<file path="config.mk">
export PLATFORM = sky130hd
export DESIGN_NAME = decodificador_cuadratura
export DESIGN_NICKNAME = d
export VERILOG_FILES = /design/src/rtl/decodificador_cuadratura.sv
export SDC_FILE = /design/constraint.sdc
export NUM_CORES = 1
export LEC_CHECK = 0
export CAP_MARGIN = 25
export CORE_MARGIN = 3
export CORE_UTILIZATION = 47
export DETAILED_ROUTE_END_ITERATION = 6
export PLACE_DENSITY = 0.77
export SLEW_MARGIN = 10
export SYNTH_ARGS = -nofsm -noshare
export SYNTH_HDL_FRONTEND = slang
export SYNTH_SLANG_ARGS = --single-unit
</file>
<file path="constraint.sdc">
create_clock -name clock -period 1.8 [get_ports clock]
set_input_delay 0.27 -clock clock [delete_from_list [all_inputs] [get_ports clock]]
set_output_delay 0.27 -clock clock [all_outputs]
set_load 0.01 [all_outputs]
</file>
<file path="src/rtl/decodificador_cuadratura.sv">
// decodificador_cuadratura: quadrature encoder decoder with a glitch filter and a wrapping position counter.
//   clock       : rising-edge clock, sole domain
//   reset       : asynchronous, active-low reset
//   canal_a/b   : encoder channels, asynchronous to clock
//   habilitar   : enables position counting (decoding always runs)
//   cargar      : synchronous load of posicion from valor_carga
//   valor_carga : value loaded into posicion
//   paso        : one-cycle pulse per valid quadrature step
//   sentido     : direction of the last valid step (1 = up)
//   error_fase  : one-cycle pulse when A and B change together
//   posicion    : current position, 0..MODULO-1
//   fin_vuelta  : one-cycle pulse when posicion wraps
module decodificador_cuadratura #(
    parameter int MODULO = 16,
    parameter int FILTRO = 3,
    localparam int W = clogb2(MODULO - 1)
) (
    input  logic         clock,
    input  logic         reset,
    input  logic         canal_a,
    input  logic         canal_b,
    input  logic         habilitar,
    input  logic         cargar,
    input  logic [W-1:0] valor_carga,
    output logic         paso,
    output logic         sentido,
    output logic         error_fase,
    output logic [W-1:0] posicion,
    output logic         fin_vuelta
);
    function automatic int clogb2(input int valor);
        int r;
        r = 0;
        for (int v = valor; v > 0; v = v >> 1) r++;
        return r;
    endfunction

    localparam int CW = clogb2(FILTRO);
    localparam logic [W-1:0] MAX = W'(MODULO - 1);

    typedef enum logic {SIN_INICIO, ACTIVO} estado_t;

    logic [1:0]    sync1_q, sync2_q;
    logic [1:0]    cand_q, cand_d;
    logic [CW-1:0] cnt_q, cnt_d;
    logic [1:0]    acept_q, acept_d;
    logic          valido_q, valido_d;
    logic          nuevo_q, nuevo_d;
    estado_t       estado_q, estado_d;
    logic [1:0]    prev_q, prev_d;
    logic          paso_q, paso_d;
    logic          sentido_q, sentido_d;
    logic          error_q, error_d;
    logic [W-1:0]  pos_q, pos_d;
    logic          fin_q, fin_d;

    logic          distinto, acepta, evaluar, sube, baja, salto;
    logic [CW-1:0] cuenta_sig;
    logic [1:0]    idx_n, idx_p, delta;

    always_ff @(posedge clock or negedge reset) begin
        if (!reset) begin
            sync1_q   <= '0;
            sync2_q   <= '0;
            cand_q    <= '0;
            cnt_q     <= '0;
            acept_q   <= '0;
            valido_q  <= 1'b0;
            nuevo_q   <= 1'b0;
            estado_q  <= SIN_INICIO;
            prev_q    <= '0;
            paso_q    <= 1'b0;
            sentido_q <= 1'b0;
            error_q   <= 1'b0;
            pos_q     <= '0;
            fin_q     <= 1'b0;
        end else begin
            sync1_q   <= {canal_a, canal_b};
            sync2_q   <= sync1_q;
            cand_q    <= cand_d;
            cnt_q     <= cnt_d;
            acept_q   <= acept_d;
            valido_q  <= valido_d;
            nuevo_q   <= nuevo_d;
            estado_q  <= estado_d;
            prev_q    <= prev_d;
            paso_q    <= paso_d;
            sentido_q <= sentido_d;
            error_q   <= error_d;
            pos_q     <= pos_d;
            fin_q     <= fin_d;
        end
    end

    always_comb begin
        // Before the first acceptance every stable value counts as new, so it can initialise the decoder.
        distinto   = !valido_q || (sync2_q != acept_q);
        // cnt_q is 0 whenever no candidate is pending, so a stale cand_q match still starts at 1.
        cuenta_sig = ((sync2_q == cand_q) ? cnt_q : '0) + CW'(1);
        acepta     = distinto && (cuenta_sig == CW'(FILTRO));
        cand_d     = sync2_q;
        cnt_d      = (distinto && !acepta) ? cuenta_sig : '0;
        acept_d    = acepta ? sync2_q : acept_q;
        valido_d   = valido_q | acepta;
        nuevo_d    = acepta;
        // Map the Gray sequence 00,01,11,10 to 0..3 so a step is a +/-1 difference mod 4.
        idx_n      = {acept_q[1], ^acept_q};
        idx_p      = {prev_q[1], ^prev_q};
        delta      = idx_n - idx_p;
        evaluar    = nuevo_q && (estado_q == ACTIVO);
        sube       = evaluar && (delta == 2'd1);
        baja       = evaluar && (delta == 2'd3);
        salto      = evaluar && (delta == 2'd2);
        estado_d   = nuevo_q ? ACTIVO : estado_q;
        prev_d     = nuevo_q ? acept_q : prev_q;
        paso_d     = sube | baja;
        sentido_d  = sube ? 1'b1 : baja ? 1'b0 : sentido_q;
        error_d    = salto;
        pos_d      = cargar ? valor_carga :
                     !habilitar ? pos_q :
                     sube ? ((pos_q == MAX) ? '0 : pos_q + W'(1)) :
                     baja ? ((pos_q == '0) ? MAX : pos_q - W'(1)) : pos_q;
        fin_d      = habilitar && !cargar && ((sube && pos_q == MAX) || (baja && pos_q == '0));
    end

    assign paso       = paso_q;
    assign sentido    = sentido_q;
    assign error_fase = error_q;
    assign posicion   = pos_q;
    assign fin_vuelta = fin_q;
endmodule

</file>
=== Yosys cells after proc, flatten, opt, wreduce, memory -nomap -nowiden ===
Index checks and enable logic that the tools add are counted.

* Register bits: 23
* Input bits: 10
* Output and inout bits: 8

* Add/sub/neg operators: 4
* Equality and inequality tests: 7
* Mux-type cells: 10
* Bitwise operators: 2
* Reduce and logical (&&, ||, !) cells: 22

{| class="wikitable"
|+ Operators by type and width
! kind !! number
|-
| two-way mux 4 bit || 6
|-
| logical AND 1 bit || 10
|-
| equality test 2 bit (second input constant) || 3
|-
| adder 4 x 1 -> 4 bit (second input constant) || 1
|-
| equality test 4 bit (second input constant) || 1
|-
| zero test 4 bit || 1
|-
| two-way mux 2 bit || 2
|-
| nonzero test 2 bit || 2
|-
| parity 2 bit || 2
|-
| subtractor 4 x 1 -> 4 bit (second input constant) || 1
|-
| zero test 1 bit || 3
|-
| nonzero test 3 bit || 1
|-
| adder 2 x 1 -> 2 bit (second input constant) || 1
|-
| equality test 2 x 1 -> 1 bit (second input constant) || 1
|-
| equality test 2 bit || 1
|-
| logical OR 1 bit || 2
|-
| two-way mux 1 bit || 2
|-
| != test 2 bit || 1
|-
| OR 1 bit || 2
|-
| AND reduction 2 bit || 1
|-
| subtractor 2 bit || 1
|}

=== Longest topological paths before layout ===
Gate-level depths: netlist (run 1).

* Word-level depth: 8
* Mapped depth: 7
* Depth with buffers taken out: 6

=== Worst setup path before layout (run 1) ===
OpenSTA, ideal clock, no wires.

* Path kind: register -> register
* From: reg prev_q[1]
* To: reg pos_q[3] (netlist: posicion[3])
* Library setup time: 0.133 ns
* Arrival time: 1.688 ns
* Path slack: -0.021 ns
* Cell stages (with the launch flop): 8
* Buffers on the path: 1
* Cells stage by stage: dfrtp_1 > xor2_1 > ha_1 > and3b_1 > buf_4 > and2_2 > a221oi_2 > o31ai_2

* Cells in the longest elaborated chain, start to end: 7
* Elaborated cells on any way between the ends: 11

{| class="wikitable"
|+ Ends and longest elaborated chain
! item !! RTL line !! RTL
|-
| from (decl) || 50 || <nowiki>logic [1:0] prev_q, prev_d;</nowiki>
|-
| from (signal assigned) || 86 || <nowiki>prev_q <= prev_d;</nowiki>
|-
| parity 2 bit || 108 || <nowiki>idx_p = {prev_q[1], ^prev_q};</nowiki>
|-
| subtractor 2 bit * || 109 || <nowiki>delta = idx_n - idx_p;</nowiki>
|-
| equality test 2 x 1 -> 1 bit || 111 || <nowiki>sube = evaluar && (delta == 2'd1);</nowiki>
|-
| logical AND 1 bit || 111 ||
|-
| two-way mux 4 bit || 121 || <nowiki>sube ? ((pos_q == MAX) ? '0 : pos_q + W'(1)) :</nowiki>
|-
| two-way mux 4 bit || 120 || <nowiki>!habilitar ? pos_q :</nowiki>
|-
| two-way mux 4 bit || 119 || <nowiki>pos_d = cargar ? valor_carga :</nowiki>
|-
| to (signal assigned) || 90 || <nowiki>pos_q <= pos_d;</nowiki>
|-
| to (decl) || 54 || <nowiki>logic [W-1:0] pos_q, pos_d;</nowiki>
|}

Every way passes the cells marked *; elsewhere a longest branch is shown, timed or not. The select of a mux whose other input is x is not followed.
A chain may end at the register's enable or synchronous reset.

=== Worst setup path in the final report (run 1) ===
* From: reg prev_q[1]
* To: reg pos_q[1] (netlist: posicion[1])

The elaborated chain is that of the path after synthesis.

==> flow_summary_export.csv, run 1 <==
group,metric,value,unit
yosys,ys_types,43,
yosys,ys_ff_latch,23,
sta,drv_slew,0,
clocking,root_buffer,"clkbuf_4",
clocking,cts_max_level,1,
detailed_routing,drt-initial-drc-count,11,
worst_setup_path,startpoint,"prev_q[1]",
global_route,grt_usage,16.6,%
worst_setup_path,r2r_start,"prev_q[1]",
yosys,async_flop_share,100,%
placement,io_buffer_count,17,
flow_run,drv_cap,0,
status,run_status,"complete, but fails checks",
clocking,cts_tree,"done",
sta,final.period_utilization,107,%
sta,fin_ws,-0.125,ns
clocking,clkTransAtPathRegs,0.11,ns
die,dieArea,3050,sq um
clocking,numCtsBuffers,3,
global_route,grt_max_degree,24,
worst_setup_path,crit_path_start_kind,"flop",
worst_setup_path,end_kind,"flop",
clocking,hold_buffers,0,
worst_setup_path,worst_ep_arrival_time,2.15,ns
sta,tightest_slew,0.380,ns
final_layout,drive_above_1_share,31.3,%
die,die_y,55.2,um
final_layout,fin_area,1500,sq um
sta,rsz0062_at_grt,"yes",
worst_setup_path,critPathKind,"reg -> reg",
hold_path,hp-class,"in -> async",
placement,place_hpwl,1590,um
clocking,clk_latency,0.30,ns
worst_setup_path,ff2ff_path_depth,6,
sta,hold_viol_final,0,
final_layout,syn_to_final_growth,32.2,%
worst_setup_path,crit_fanout,5,
sta,relSlewSlack,74.6,%
pwr,power.density,1400,nW/um^2
yosys,syn_nets,106,
detailed_routing,drc,0,
die,initial_core_util,50.4,%
sta,min_period,1.93,ns
sta,skew,0.00329,ns
pwr,vdd_drop_max,1270,uV
die,coreArea,2250,sq um
pwr,p_leak,0.691,nW
global_route,grt_pass1_wl,3490,um
die,rows,17,
final_layout,diodes,0,
final_layout,layout_commonest_cell,"dfrtp_1",
detailed_routing,wl_per_cell,14.4,um
detailed_routing,vias,843,
placement,gp_congestion,0.842,
sta,finalSetupViolations,4,
placement,dpl_cell_area,1400,sq um
status,violations,"negative setup slack",
yosys,yosysSeqAreaShare,50.6,%
clocking,clock_sinks,23,
yosys,synth_area_leaders,"dfrtp_1 51%, mux2_2 5.0%, ha_1 4.4%",
yosys,synth_top_cell_by_area,"dfrtp_1",
worst_setup_path,cp.required,2.03,ns
sta,clock.fmax,519,MHz
die,io_pins,18,
detailed_routing,dr.pass1.iters,4,
yosys,synth_warnings,0,
final_layout,nets,143,
yosys,ys.flop_type,"dfrtp_1",
clocking,clockBufferDepth,2,
yosys,synth.top_cell.area_share,50.6,%
yosys,synth_area,1140,sq um
detailed_routing,drt-total-wl,2250,um
pwr,power,2.11,mW
final_layout,final_cell_mix,"23 x dfrtp_1, 17 x clkdlybuf4s50_1, 15 x buf_4",
sta,fin_hold_ws,0.307,ns
yosys,postSynthAreaPerCell,12.4,sq um
global_route,grt_pass1_vias,785,
final_layout,postLayoutCoreUtil,66.7,%
detailed_routing,viasPerCell,5.40,
global_route,antenna_found_initial,0,
detailed_routing,postRouteAntennaNets,0,
global_route,overflow,0,
yosys,synth-edff-count,0,
die,die_x,55.2,um
yosys,syn_inst,92,
sta,setup_tns,-0.336,ns
==> final timing paths <==
check,end,slack [ns]
hold / removal,cnt_q[1],0.31
setup reg to reg,posicion[1],-0.13
setup / recovery,posicion[1],-0.13
hold reg to reg,cand_d[1],0.36
max in group asynchronous,posicion[1],1.27
min in group clock,cand_d[1],0.36
==> layout make-up <==
class | instances | area [sq um]
clock buffer | 4 | 26.3
inverter | 3 | 11.3
sequential | 23 | 576
timing repair buffer | 34 | 305
multi-input combinational | 64 | 551
tap | 28 | 35.0
fill | 181 | 751
==> synth_stat cells, types with 2 or more instances <==
cell type / n
nand4b_1: 2
or2_2: 2
xor2_1: 3
and3_1: 2
nor2b_1: 2
mux2_2: 5
nor2_1: 2
dfrtp_1: 23
nor3_1: 2
xnor2_1: 3
o21ai_0: 2
ha_1: 4
nand2_1: 8
inv_1: 3
==> state kept, by name (all words and copies together), names as in the netlist, 2 cells and up <==
| signal | count |
|---|---|
| cand_d | 2 |
| acept_q | 2 |
| posicion | 4 |
| sync1_q | 2 |
| cnt_q | 2 |
| cand_q | 2 |
| prev_q | 2 |
==> cells by family (layout without fill, tap and decap cells) <==
logic type	after synthesis	in the layout	share of synthesized area, %
simple gates	30	31	17.5
flops	23	23	50.6
compound gates	17	17	12.9
xor+xnor	7	7	6.71
buf+inv	6	41	2.97
mux	5	5	4.95
fa+ha+maj	4	4	4.40
==> critical path, cell delays in order (launching register included) <==
cell and delay [ns]:
dfrtp_1 0.42, xor2_1 0.22, ha_1 0.30, buf_6 0.13
nand4b_1 0.31, o31a_1 0.36, o21ai_1 0.11
==> repair_timing <==
action / CTS / global route
gates cloned: 0 / 1
buffers inserted: 3 / 3
setup endpoints to repair: 5 / 6
pin swaps: 1 / 3
hold endpoints to repair: 0 / 0
gates resized for setup: 1 / 7
==> per-layer routing <==
layer  global-route usage [%]  part of all wire (%)
met5                        0                     0
met3                     4.56                   5.6
met2                     27.0                    49
met1                     21.5                    45
met4                     5.26                  0.76
==> report_power, final <==
group | switching [mW] | internal (mW) | total, mW | leakage (nW)
registers | 0.0932 | 0.626 | 0.719 | 0.282
clock network | 0.135 | 0.0863 | 0.221 | 0.0150
logic | 0.457 | 0.714 | 1.17 | 0.394
total | 0.685 | 1.43 | 2.11 | 0.691
==> per-stage QoR <==
step | instances | setup slack (ns)
6_report | 156 | -0.125
5_1_grt | 156 | -0.205
4_1_cts | 152 | -0.0717
3_5_place_dp | 145 | -0.172
3_3_place_gp | 145 | -0.0748
2_1_floorplan | 92 | 0.0194
No activity file was read; power rests on OpenSTA's default activity.
==> inputs of run 2 (changes only) <==
- ABC_CLOCK_PERIOD_IN_PS: default -> 1800
==> results of run 2 <==
The final DEF is identical to that of run 1; final timing and power are the same.
==> inputs of run 3 (changes only) <==
- GPL_ROUTABILITY_DRIVEN: default -> 0
- GPL_TIMING_DRIVEN: default -> 0
==> flow_summary_export.csv, run 3 (synthesis gave the netlist of run 1 again) <==
group,metric,value,unit
final_layout,drive_above_1_share,31.1,%
flow_run,drv_cap,0,
sta,drv_slew,0,
global_route,grt_pass1_vias,736,
final_layout,fill_cells,192,
clocking,root_buffer,"clkbuf_4",
die,io_pins,18,
pwr,p_leak,0.648,nW
worst_setup_path,worstReg2RegEnd,"posicion[3]",
global_route,grt_max_degree,24,
detailed_routing,wl_per_cell,13.5,um
final_layout,fin_area,1470,sq um
sta,fin_ws,-0.0768,ns
hold_path,hp-class,"in -> async",
clocking,clockBufferDepth,2,
sta,relSlewSlack,71.9,%
final_layout,layout_commonest_cell,"dfrtp_1",
worst_setup_path,worst_ep_arrival_time,2.07,ns
clocking,numCtsBuffers,3,
global_route,antenna_found_initial,0,
clocking,clkTransAtPathRegs,0.12,ns
placement,dpl_cell_area,1340,sq um
worst_setup_path,cp.required,2.00,ns
global_route,grt_pass1_wl,3330,um
global_route,grt_usage,15.3,%
die,initial_core_util,50.4,%
detailed_routing,dr.pass1.iters,4,
clocking,clk_latency,0.31,ns
worst_setup_path,crit_path_start_kind,"flop",
pwr,vdd_drop_max,1070,uV
sta,finalSetupViolations,5,
detailed_routing,drc,0,
final_layout,final_cell_mix,"21 x dfrtp_1, 16 x clkdlybuf4s50_1, 9 x buf_4",
sta,hold_viol_final,0,
detailed_routing,drt-initial-drc-count,12,
global_route,overflow,0,
placement,place_hpwl,1410,um
worst_setup_path,critPathKind,"reg -> reg",
status,violations,"negative setup slack",
final_layout,diodes,0,
die,dieArea,3050,sq um
worst_setup_path,end_kind,"flop",
sta,clock.fmax,533,MHz
pwr,power,1.80,mW
detailed_routing,postRouteAntennaNets,0,
clocking,clock_sinks,23,
sta,tightest_slew,0.421,ns
detailed_routing,viasPerCell,5.33,
placement,io_buffer_count,16,
pwr,power.density,1220,nW/um^2
final_layout,largest_reg_flops,4,
worst_setup_path,r2r_start,"prev_q[0]",
die,die_y,55.2,um
die,rows,17,
clocking,cts_tree,"done",
final_layout,nets,137,
worst_setup_path,ff2ff_path_depth,7,
sta,final.period_utilization,104,%
clocking,cts_max_level,1,
detailed_routing,drt-total-wl,2030,um
worst_setup_path,crit_fanout,8,
sta,rsz0062_at_grt,"yes",
final_layout,syn_to_final_growth,29.3,%
detailed_routing,vias,799,
sta,skew,0.00214,ns
sta,min_period,1.88,ns
die,coreArea,2250,sq um
clocking,hold_buffers,0,
worst_setup_path,r2r_slack,-0.08,ns
sta,fin_hold_ws,0.246,ns
die,die_x,55.2,um
status,run_status,"complete, but fails checks",
==> run 3: power by group <==
part	leakage [nW]	switching, mW	internal [mW]	total, mW
Clock	0.0139	0.153	0.0847	0.238
Combinational	0.353	0.370	0.482	0.851
Sequential	0.280	0.0793	0.627	0.706
Total	0.648	0.602	1.19	1.80
==> run 3: layer usage <==
metal	vias to the layer above	global-route usage, %	share of wire, %
met5	-	0	0
met3	2	3.22	5.1
li1	395	-	-
met4	0	3.64	0.30
met1	382	21.9	47
met2	20	23.8	48
==> run 3: how the worst max path moves through the flow <==
stage	slack [ns]	cells after the start	to	start
after floorplan	0.02	7	posicion[3]	prev_q[1]
after global placement	-0.09	7	posicion[3]	acept_q[1]
after detailed placement	-0.11	7	posicion[3]	acept_q[1]
after CTS	-0.06	7	posicion[3]	prev_q[0]
after global routing	-0.15	7	posicion[3]	prev_q[0]
final	-0.08	7	posicion[3]	prev_q[0]
==> run 3: layout make-up <==
| class | count | area, sq um | share of cell area, % |
|---|---|---|---|
| flip-flops and latches | 23 | 578 | 39.3 |
| multi-input cells | 63 | 547 | 37.2 |
| repair buffers | 26 | 243 | 16.5 |
| well taps | 28 | 35.0 | 2.38 |
| plain buffers | 3 | 26.3 | 1.79 |
| clock buffers | 3 | 22.5 | 1.53 |
| inverters | 3 | 11.3 | 0.766 |
| clock inverters | 1 | 7.51 | 0.511 |
==> run 3: through the flow <==
stage / setup TNS (ns) / setup slack (ns) / util, % / cells
final: -0.186 / -0.0768 / 65.2 / 150
after global routing: -0.572 / -0.151 / 65.2 / 150
after CTS: -0.179 / -0.0583 / 62.5 / 145
after detailed placement: -0.306 / -0.106 / 59.3 / 136
after global placement: -0.176 / -0.0950 / 59.3 / 136
after floorplan: 0 / 0.0194 / - / 92
==> run 3: worst max-delay path, cell delays in order (launching register included) <==
cell	delay, ns
dfrtp_1	0.41
xor2_1	0.17
ha_1	0.32
and3b_2	0.23
buf_6	0.14
and2_4	0.16
a221oi_4	0.26
o31ai_2	0.08
==> run 3: timing repair <==
action,in CTS,in global routing
gates resized for setup,4,4
setup buffers,5,4
setup endpoints to repair,4,8
pin swaps,7,3
